## config.mk

```make
export PLATFORM = sky130hd
export DESIGN_NAME = mux8_rr_arbiter_flat
export DESIGN_NICKNAME = d
export VERILOG_FILES = /design/src/rtl/mux8_rr_arbiter_pkg.sv /design/src/rtl/mux8_rr_arbiter_if.sv /design/src/rtl/mux8_rr_pick.sv /design/src/rtl/mux8_rr_arbiter.sv /design/src/flat_wrapper.sv
export SDC_FILE = /design/constraint.sdc
export NUM_CORES = 1
export LEC_CHECK = 0
export ABC_AREA = 1
export CORE_UTILIZATION = 40
export DETAILED_ROUTE_END_ITERATION = 10
export PLACE_DENSITY_LB_ADDON = 0.12
export SLEW_MARGIN = 20
export SYNTH_ARGS = -nofsm -noshare
export SYNTH_HDL_FRONTEND = slang
export SYNTH_HIERARCHICAL = 1
export SYNTH_SLANG_ARGS = --single-unit
```

## constraint.sdc

```tcl
create_clock -name clk -period 7.9 [get_ports clk]
set_input_delay 1.185 -clock clk [delete_from_list [all_inputs] [get_ports clk]]
set_output_delay 1.185 -clock clk [all_outputs]
set_load 0.005 [all_outputs]
```

## src/rtl/mux8_rr_arbiter_pkg.sv

```systemverilog
// Shared types and constants for the 8-input round-robin mux arbiter.
package mux8_arb_pkg;

    localparam int N_IN  = 8;
    localparam int IDX_W = 3;
    localparam int SEL_W = 4;

    typedef enum logic [1:0] {
        IDLE    = 2'd0,
        GRANT   = 2'd1,
        RECOVER = 2'd2
    } arb_state_t;

endpackage

```

## src/rtl/mux8_rr_arbiter_if.sv

```systemverilog
// Request/grant bus between the requesters and the 8:1 mux arbiter.
// master: requester side (drives req/done); slave: the arbiter.
interface mux8_rr_arbiter_if;
    import mux8_arb_pkg::*;

    logic [N_IN-1:0]  req;
    logic             done;
    logic [SEL_W-1:0] mux_sel;
    logic             mux_en;
    logic [N_IN-1:0]  gnt;
    logic             busy;
    logic [IDX_W-1:0] last_idx;

    modport master (
        output req, done,
        input  mux_sel, mux_en, gnt, busy, last_idx
    );

    modport slave (
        input  req, done,
        output mux_sel, mux_en, gnt, busy, last_idx
    );
endinterface

```

## src/rtl/mux8_rr_pick.sv

```systemverilog
// Rotating-priority picker: first set request after last_idx, wrapping 7->0.
// Optional macro MUX8_ARB_PRIO0_EN: req[0] overrides the rotation.
module mux8_rr_pick
    import mux8_arb_pkg::*;
(
    input  logic [N_IN-1:0]  req,
    input  logic [IDX_W-1:0] last_idx,
    output logic [IDX_W-1:0] winner,
    output logic             valid
);

    logic [IDX_W-1:0] cand_s;

    // Scan from lowest to highest priority so the last hit is the winner
    always_comb begin
        winner = last_idx;
        valid  = 1'b0;
        cand_s = last_idx;
        for (int i = N_IN; i >= 1; i--) begin
            cand_s = last_idx + i[IDX_W-1:0];
            if (req[cand_s]) begin
                winner = cand_s;
                valid  = 1'b1;
            end else begin
            end
        end
`ifdef MUX8_ARB_PRIO0_EN
        if (req[0]) begin
            winner = 3'd0;
            valid  = 1'b1;
        end else begin
        end
`endif
    end

endmodule

```

## src/rtl/mux8_rr_arbiter.sv

```systemverilog
// Round-robin arbiter driving A/EN of the gate-level 8:1 mux.
// Optional macro MUX8_ARB_PRIO0_EN: input 0 has fixed top priority and its
// grants leave the round-robin pointer untouched.
module mux8_rr_arbiter
    import mux8_arb_pkg::*;
#(
    parameter int MAX_HOLD = 4,
    parameter int CNT_W    = 4
) (
    input  logic                  clk,
    input  logic                  rst_n,
    mux8_rr_arbiter_if.slave      bus
);

    arb_state_t       state_r;
    logic [CNT_W-1:0] cnt_r;
    logic [N_IN-1:0]  gnt_r;
    logic [SEL_W-1:0] mux_sel_r;
    logic             mux_en_r;
    logic             busy_r;
    logic [IDX_W-1:0] last_idx_r;

    logic [IDX_W-1:0] winner_s;
    logic             valid_s;
    logic             release_s;

    mux8_rr_pick u_pick (
        .req      (bus.req),
        .last_idx (last_idx_r),
        .winner   (winner_s),
        .valid    (valid_s)
    );

    // Grant ends on done, on the holder dropping its request, or on hold limit
    always_comb begin
        release_s = bus.done
                  | ~bus.req[mux_sel_r[IDX_W-1:0]]
                  | (cnt_r == CNT_W'(MAX_HOLD));
    end

    // Arbitration FSM with registered mux controls; RECOVER keeps A stable while EN=0
    always_ff @(posedge clk or negedge rst_n) begin
        if (!rst_n) begin
            state_r    <= IDLE;
            cnt_r      <= '0;
            gnt_r      <= '0;
            mux_sel_r  <= '0;
            mux_en_r   <= 1'b0;
            busy_r     <= 1'b0;
            last_idx_r <= 3'd7;
        end else begin
            case (state_r)
                IDLE: begin
                    if (valid_s) begin
                        state_r   <= GRANT;
                        cnt_r     <= CNT_W'(1);
                        gnt_r     <= N_IN'(1) << winner_s;
                        mux_sel_r <= {1'b0, winner_s};
                        mux_en_r  <= 1'b1;
                        busy_r    <= 1'b1;
`ifdef MUX8_ARB_PRIO0_EN
                        if (winner_s != 3'd0) begin
                            last_idx_r <= winner_s;
                        end else begin
                            last_idx_r <= last_idx_r;
                        end
`else
                        last_idx_r <= winner_s;
`endif
                    end else begin
                        state_r <= IDLE;
                    end
                end
                GRANT: begin
                    if (release_s) begin
                        state_r  <= RECOVER;
                        cnt_r    <= '0;
                        gnt_r    <= '0;
                        mux_en_r <= 1'b0;
                        busy_r   <= 1'b0;
                    end else begin
                        cnt_r <= cnt_r + CNT_W'(1);
                    end
                end
                RECOVER: begin
                    state_r <= IDLE;
                end
                default: begin
                    state_r  <= IDLE;
                    cnt_r    <= '0;
                    gnt_r    <= '0;
                    mux_en_r <= 1'b0;
                    busy_r   <= 1'b0;
                end
            endcase
        end
    end

    assign bus.gnt      = gnt_r;
    assign bus.mux_sel  = mux_sel_r;
    assign bus.mux_en   = mux_en_r;
    assign bus.busy     = busy_r;
    assign bus.last_idx = last_idx_r;

endmodule

```

## src/flat_wrapper.sv

```systemverilog
// flat-port wrapper written by rule: the top's interface ports become plain ports
module mux8_rr_arbiter_flat import mux8_arb_pkg::*;
#(
    parameter int MAX_HOLD = 4,
    parameter int CNT_W    = 4
)
  (clk, rst_n, bus_req, bus_done, bus_mux_sel, bus_mux_en, bus_gnt, bus_busy, bus_last_idx);
  mux8_rr_arbiter_if bus_i ();
  input  logic clk;
  input  logic rst_n;
  input wire logic [$bits(bus_i.req)-1:0] bus_req;
  input wire logic [$bits(bus_i.done)-1:0] bus_done;
  output wire logic [$bits(bus_i.mux_sel)-1:0] bus_mux_sel;
  output wire logic [$bits(bus_i.mux_en)-1:0] bus_mux_en;
  output wire logic [$bits(bus_i.gnt)-1:0] bus_gnt;
  output wire logic [$bits(bus_i.busy)-1:0] bus_busy;
  output wire logic [$bits(bus_i.last_idx)-1:0] bus_last_idx;
  assign bus_i.req = bus_req;
  assign bus_i.done = bus_done;
  assign bus_mux_sel = bus_i.mux_sel;
  assign bus_mux_en = bus_i.mux_en;
  assign bus_gnt = bus_i.gnt;
  assign bus_busy = bus_i.busy;
  assign bus_last_idx = bus_i.last_idx;
  mux8_rr_arbiter #(.MAX_HOLD(MAX_HOLD), .CNT_W(CNT_W)) u_core (.clk(clk), .rst_n(rst_n), .bus(bus_i));
endmodule
```

== Word level (Yosys, flattened, before mapping) ==
Index checks and enable logic that the tools add are counted.
Word-level totals
  output and inout bits: 17
  flip-flop bits (word level): 21
Cells by class
  reductions and logical operators: 4
  equality and inequality tests: 5
  order comparisons: 9
  shifts and indexed selects: 1
  $add $sub $neg: 8
  bitwise gates (word level): 4
  mux-type cells: 45
Operator list (count)
  $lt 3x4->1 const B: 9
  $bmux 1 s3: 9
  $pmux 8 s3: 1
  $mux 3: 7
  $mux 1: 20
  $mux 8: 2
  $add 3x3->3 const B: 4
  $pmux 4 s3: 1
  $mux 4: 2
  $shl 1x3->8 const A: 1
  $add 3x2->3 const B: 2
  $add 4x1->4 const B: 1
  $eq 4x3->1 const B: 1
  $pmux 2 s2: 1
  $reduce_and 2->1: 2
  $add 3x1->3 const B: 1
  $pmux 1 s3: 1
  $reduce_and 3->1: 1
  $eq 2x1->1 const B: 1
  $eq 2x2->1 const B: 1
  $logic_not 2->1: 1
  $mux 2: 1
  $ne 2x1->1 const B: 1
  $ne 2x2->1 const B: 1
  other kinds (2): 4

== Depth between registers and ports, before layout ==
  word-level depth: 13
  gate-level depth with buffers: 21
  mapped depth without buffers: 20

== Cells and area by module ==
Netlist, hierarchy kept.
By module, submodules not included
  mux8_rr_arbiter: cells each 123, sequential area each 529.3 um^2, times used 1, area each 1033.5 um^2
  mux8_rr_pick: cells each 121, sequential area each 0.0 um^2, times used 1, area each 614.3 um^2

== Least setup slack after synthesis ==
OpenSTA, ideal clock, no wires.
  kind: reg-to-reg
  start: reg u_core.last_idx_r[1] (netlist: u_core/bus.last_idx[1])
  end: reg u_core.cnt_r[3]
  library setup time: 0.120 ns
  arrival: 2.401 ns
  path slack: 5.379 ns
  stages on the path, launching flop included: 17
  cells stage by stage: dfstp_2 -> buf_4 -> inv_2 -> ha_1 -> inv_1 -> nand3_1 -> nand2_1 -> nor2_1 -> inv_1 -> nand2_1 -> inv_1 -> nand4_1 -> inv_1 -> o21ai_4 -> nand4_1 -> xor2_1 -> nor2_2
Between the ends
  cells in the longest elaborated chain, start to end: 12
Ends and longest elaborated chain
  from (decl): RTL line mux8_rr_arbiter.sv:21  | logic [IDX_W-1:0] last_idx_r;
  from (signal assigned): RTL line mux8_rr_arbiter.sv:68  | last_idx_r <= winner_s;
  $add 3x3->3 or $bmux 1 s3 (tied branches): RTL line mux8_rr_pick.sv:20, mux8_rr_pick.sv:21
  $bmux 1 s3 or $mux 1 (tied branches): RTL line mux8_rr_pick.sv:21  | if (req[cand_s]) begin
  $mux 1 (implied by the code): RTL line mux8_rr_pick.sv:21
  $mux 1 (6 in a row): RTL line mux8_rr_pick.sv:21
  $mux 1 (*): RTL line mux8_rr_pick.sv:21
  net u_core.valid_s: RTL line mux8_rr_arbiter.sv:24  | logic valid_s;
  $ne 2x2->1 (no line) (*)
  $reduce_and 2->1 (no line) (*)
  to (signal assigned): RTL line mux8_rr_arbiter.sv:82  | cnt_r <= cnt_r + CNT_W'(1);
  to (decl): RTL line mux8_rr_arbiter.sv:16  | logic [CNT_W-1:0] cnt_r;
The timed path passes the listed nets; every way through them passes the cells marked *. The select of a mux whose other input is x is not followed.
A chain may end at the register's enable or synchronous reset.

== Worst setup path in the final report ==
  start: in bus_req[1]
  end: reg u_core.cnt_r[3]
Between the ends
  cells in the longest elaborated chain, start to end: 12
Ends and longest elaborated chain
  from (decl): RTL line flat_wrapper.sv:11  | input wire logic [$bits(bus_i.req)-1:0] bus_req;
  $bmux 1 s3: RTL line mux8_rr_pick.sv:21
  $mux 1 (implied by the code): RTL line mux8_rr_pick.sv:21
  $mux 1 (7 in a row): RTL line mux8_rr_pick.sv:21
  $mux 1 (*): RTL line mux8_rr_pick.sv:21
  net u_core.valid_s: RTL line mux8_rr_arbiter.sv:24
  $ne 2x2->1 (no line) (*)
  $reduce_and 2->1 (no line) (*)
Marked as above.

==> PnR_summary.wiki <==
{| class="wikitable"
! Metric !! Value
|-
| First-iteration detailed-routing DRC count || 95
|-
| TritonCTS clock tree || yes
|-
| Synthesized instance count || 244
|-
| Slew margin rel. || 38.0%
|-
| Post-synthesis sequential area ratio || 32.1%
|-
| Post CTS Setup Buffer Count || 0
|-
| Worst Reg2Reg Path Length in Cells || 14
|-
| ANT cells || 0
|-
| Initial core utilization || 43.4%
|-
| Area of the multi-input gates || 940 sq um
|-
| Clk pin slew, worst setup/hold paths || 0.07 ns
|-
| Sinks on the clock net || 21
|-
| Count of input and output buffers || 26
|-
| Transition time of the tightest slew-check pin || 0.927 ns
|-
| Final nets || 285
|-
| Floorplan die height || 66.2 microns
|-
| Overall global routing resource usage || 20.5%
|-
| Pin count of the biggest net entering global routing || 22
|-
| Worst Hold Endpoint || u_core/bus.gnt[4]
|-
| Slowest Stage Delay on Critical Path || 0.52 ns
|-
| Number of buffers on the longest clock path || 2
|-
| Total number of yosys warnings || 6
|-
| Row count || 22
|-
| Endpoint of the lowest-slack register-to-register path || u_core/cnt_r[0]
|-
| Data required time at the worst endpoint || 8.05 ns
|-
| Standard cell core area || 3800 sq um
|-
| Syn-to-layout area delta || 19.4%
|-
| Area of the die || 4380 sq um
|-
| Hold Path Depth || 2
|-
| Worst setup SP type || input pin
|-
| Status || completed
|-
| Crit-path most repeated cell || nand4_1
|-
| Boundary Pins || 28
|-
| Path type of the worst setup path || input pin to register
|-
| Clock root buffer || clkbuf_8
|-
| Vias || 1,565
|-
| Remaining antenna violation count || 0
|-
| Hold path start || u_core/bus.gnt[4]
|-
| Hold-fix buffers, CTS || 0
|-
| Chip width || 66.2 microns
|-
| Total negative slack || 0 ns
|-
| Dominant cell type by area after synthesis || dfrtp_1
|-
| Worst setup slack for register-to-register paths || 4.93 ns
|-
| Path category of the worst min-delay check || register to register
|-
| Post-route clock period utilization || 38.5%
|-
| Final setup fails || 0
|-
| Filler Cell Count || 397
|-
| Register area || 529 sq um
|-
| CP max-delay cell || clkdlybuf4s50_1
|-
| Cells taking the most area after synthesis || dfrtp_1, nand2_1, nand3_1
|-
| Post-detailed-route via-to-cell ratio || 4.94
|-
| Worst Clk Skew || 0.00587 ns
|-
| CTS buffer count || 3
|-
| Area share of the leading cell type in the synthesized netlist || 27.3%
|-
| Fin. max-slew vios || 0
|-
| H-Tree Depth || 1
|-
| CP Data Arrival Time || 3.19 ns
|-
| Number of max-capacitance violations reported || 0
|-
| Total detailed-routing wirelength || 3770 microns
|-
| Worst-skew pair later-pin latency || 0.26 ns
|-
| Remaining Overflow, GRT || 0
|-
| Setup repair after global routing missed its margin || false
|-
| Number of global-route vias before repair || 1,538
|-
| Post_cts resized || 0
|-
| Final hold violations || 0
|-
| Largest fanout of any net on the critical path || 5
|-
| Critical Path End Type || register
|-
| Wire length of the first global-routing pass || 6910 microns
|-
| Synthesized area divided by synthesized cell count || 6.75 sq um
|-
| Number of DRC violations after detailed routing || 0
|-
| Cells along the critical path || clkdlybuf4s50_1 > nand2_1 > nand3_1 > nand3_1 > nand2_1 > inv_1 > nand4_1 > nor3_1 > nand4_1 > inv_1 > o21ai_4 > nand4_1 > xor2_1 > nor2_2
|-
| DPL Wire Length || 2950 microns
|-
| Number of iterations in the first detailed-routing pass || 5
|-
| Maximum achievable frequency || 329 MHz
|-
| Weighted congestion reported at the end of routability-driven placement || 0.895
|-
| Initial antenna violation count || 0
|-
| Number of distinct library cells after synthesis || 31
|-
| Register bit count reported by yosys || 21
|-
| Summed instance area of the synthesized netlist || 1650 sq um
|-
| Post-detailed-route wirelength per cell || 11.9 microns
|-
| Net count of the mapped netlist || 259
|-
| Final min period || 3.04 ns
|-
| Layout cell share with drive strength beyond 1 || 12.3%
|-
| Worst flop-to-flop path startpoint || u_core/bus.last_idx[1]
|}
## worst max-delay path by stage
stage	start	end	slack [ns]	cells after the start
floorplan	u_core/bus.last_idx[1]	u_core/cnt_r[3]	5.38	16
global placement	bus_req[1]	u_core/cnt_r[3]	4.65	14
detailed placement	bus_req[1]	u_core/cnt_r[3]	4.60	14
CTS	bus_req[1]	u_core/cnt_r[3]	4.87	14
global route	u_core/bus.last_idx[1]	u_core/bus.mux_sel[2]	4.62	16
finish	bus_req[1]	u_core/cnt_r[3]	4.86	14
## cells by family after synthesis
| kind of cell | after synthesis | share of synthesized area (%) |
|---|---|---|
| DFF | 21 | 32.1 |
| other | 1 | 0.228 |
| and+or+nand+nor | 159 | 44.3 |
| buffers and inverters | 38 | 10.9 |
| adders and majority gates | 4 | 3.04 |
| xor gates and xnor gates | 5 | 3.11 |
| AOI/OAI and AO/OA | 16 | 6.30 |
## synthesized netlist by cell type, drive strengths merged
cell type,instances
nand3,40
xnor2,1
nor3,1
buf,5
nand2,103
ha,4
xor2,4
o22ai,1
conb,1
nand3b,1
a21oi,7
o21ai,5
nor2,11
nand4,3
o21a,2
dfstp,3
inv,33
dfrtp,18
o21bai,1
## final cells by class
class	count	share of cell area (%)
Inverter	33	6.80
Timing Repair Buffer	26	13.2
Multi-Input combinational cell	185	47.7
Tap cell	48	3.05
Clock buffer	4	2.29
Sequential cell	21	26.9
## critical path: cells and delay by family
kind	cells	cell delay [ns]
simple gates	9	0.90
buf+inv	3	0.66
compound gates	1	0.24
xor+xnor	1	0.20
## metal layers
metal	track usage, %	part of all wire, %
met1	30.9	53
met2	30.5	43
met3	4.14	3.8
met4	3.19	0.27
met5	0	0
## layout by cell type (no fill, tap or decap), types with 2 or more instances in the layout
cell             synthesis  routed
nand2_1                 92      92
nand3_1                 37      37
clkdlybuf4s50_1          0      26
inv_1                   26      26
dfrtp_1                 18      18
nand2_2                 10      10
nor2_1                   8       8
a21oi_1                  6       6
inv_2                    5       5
o21ai_0                  4       4
ha_1                     4       4
clkbuf_8                 0       3
nor2_2                   3       3
xor2_1                   3       3
nand4_1                  3       3
dfstp_2                  3       3
nand3_2                  2       2
o21a_1                   2       2
## state kept, by name (all words and copies together), names as in the netlist
name                 cells
u_core/bus.gnt           8
u_core/cnt_r             4
u_core/bus.last_idx      3
u_core/bus.mux_sel       3
u_core/state_r           2
u_core/bus.busy          1
## stage by stage
stage	setup slack, ns	hold WS (ns)	area [sq um]	cells	utilization (%)
2_1_floorplan	5.38	0.465	1650	244	-
3_3_place_gp	4.65	0.462	1920	313	50.6
3_5_place_dp	4.60	0.458	1920	313	50.6
4_1_cts	4.87	0.475	1970	317	51.8
5_1_grt	4.62	0.511	1970	317	51.8
6_report	4.86	0.469	1970	317	51.8
Power is left out: the tool's default activity adds up to more than one toggle a clock period on the data nets, which glitch-free logic cannot reach.
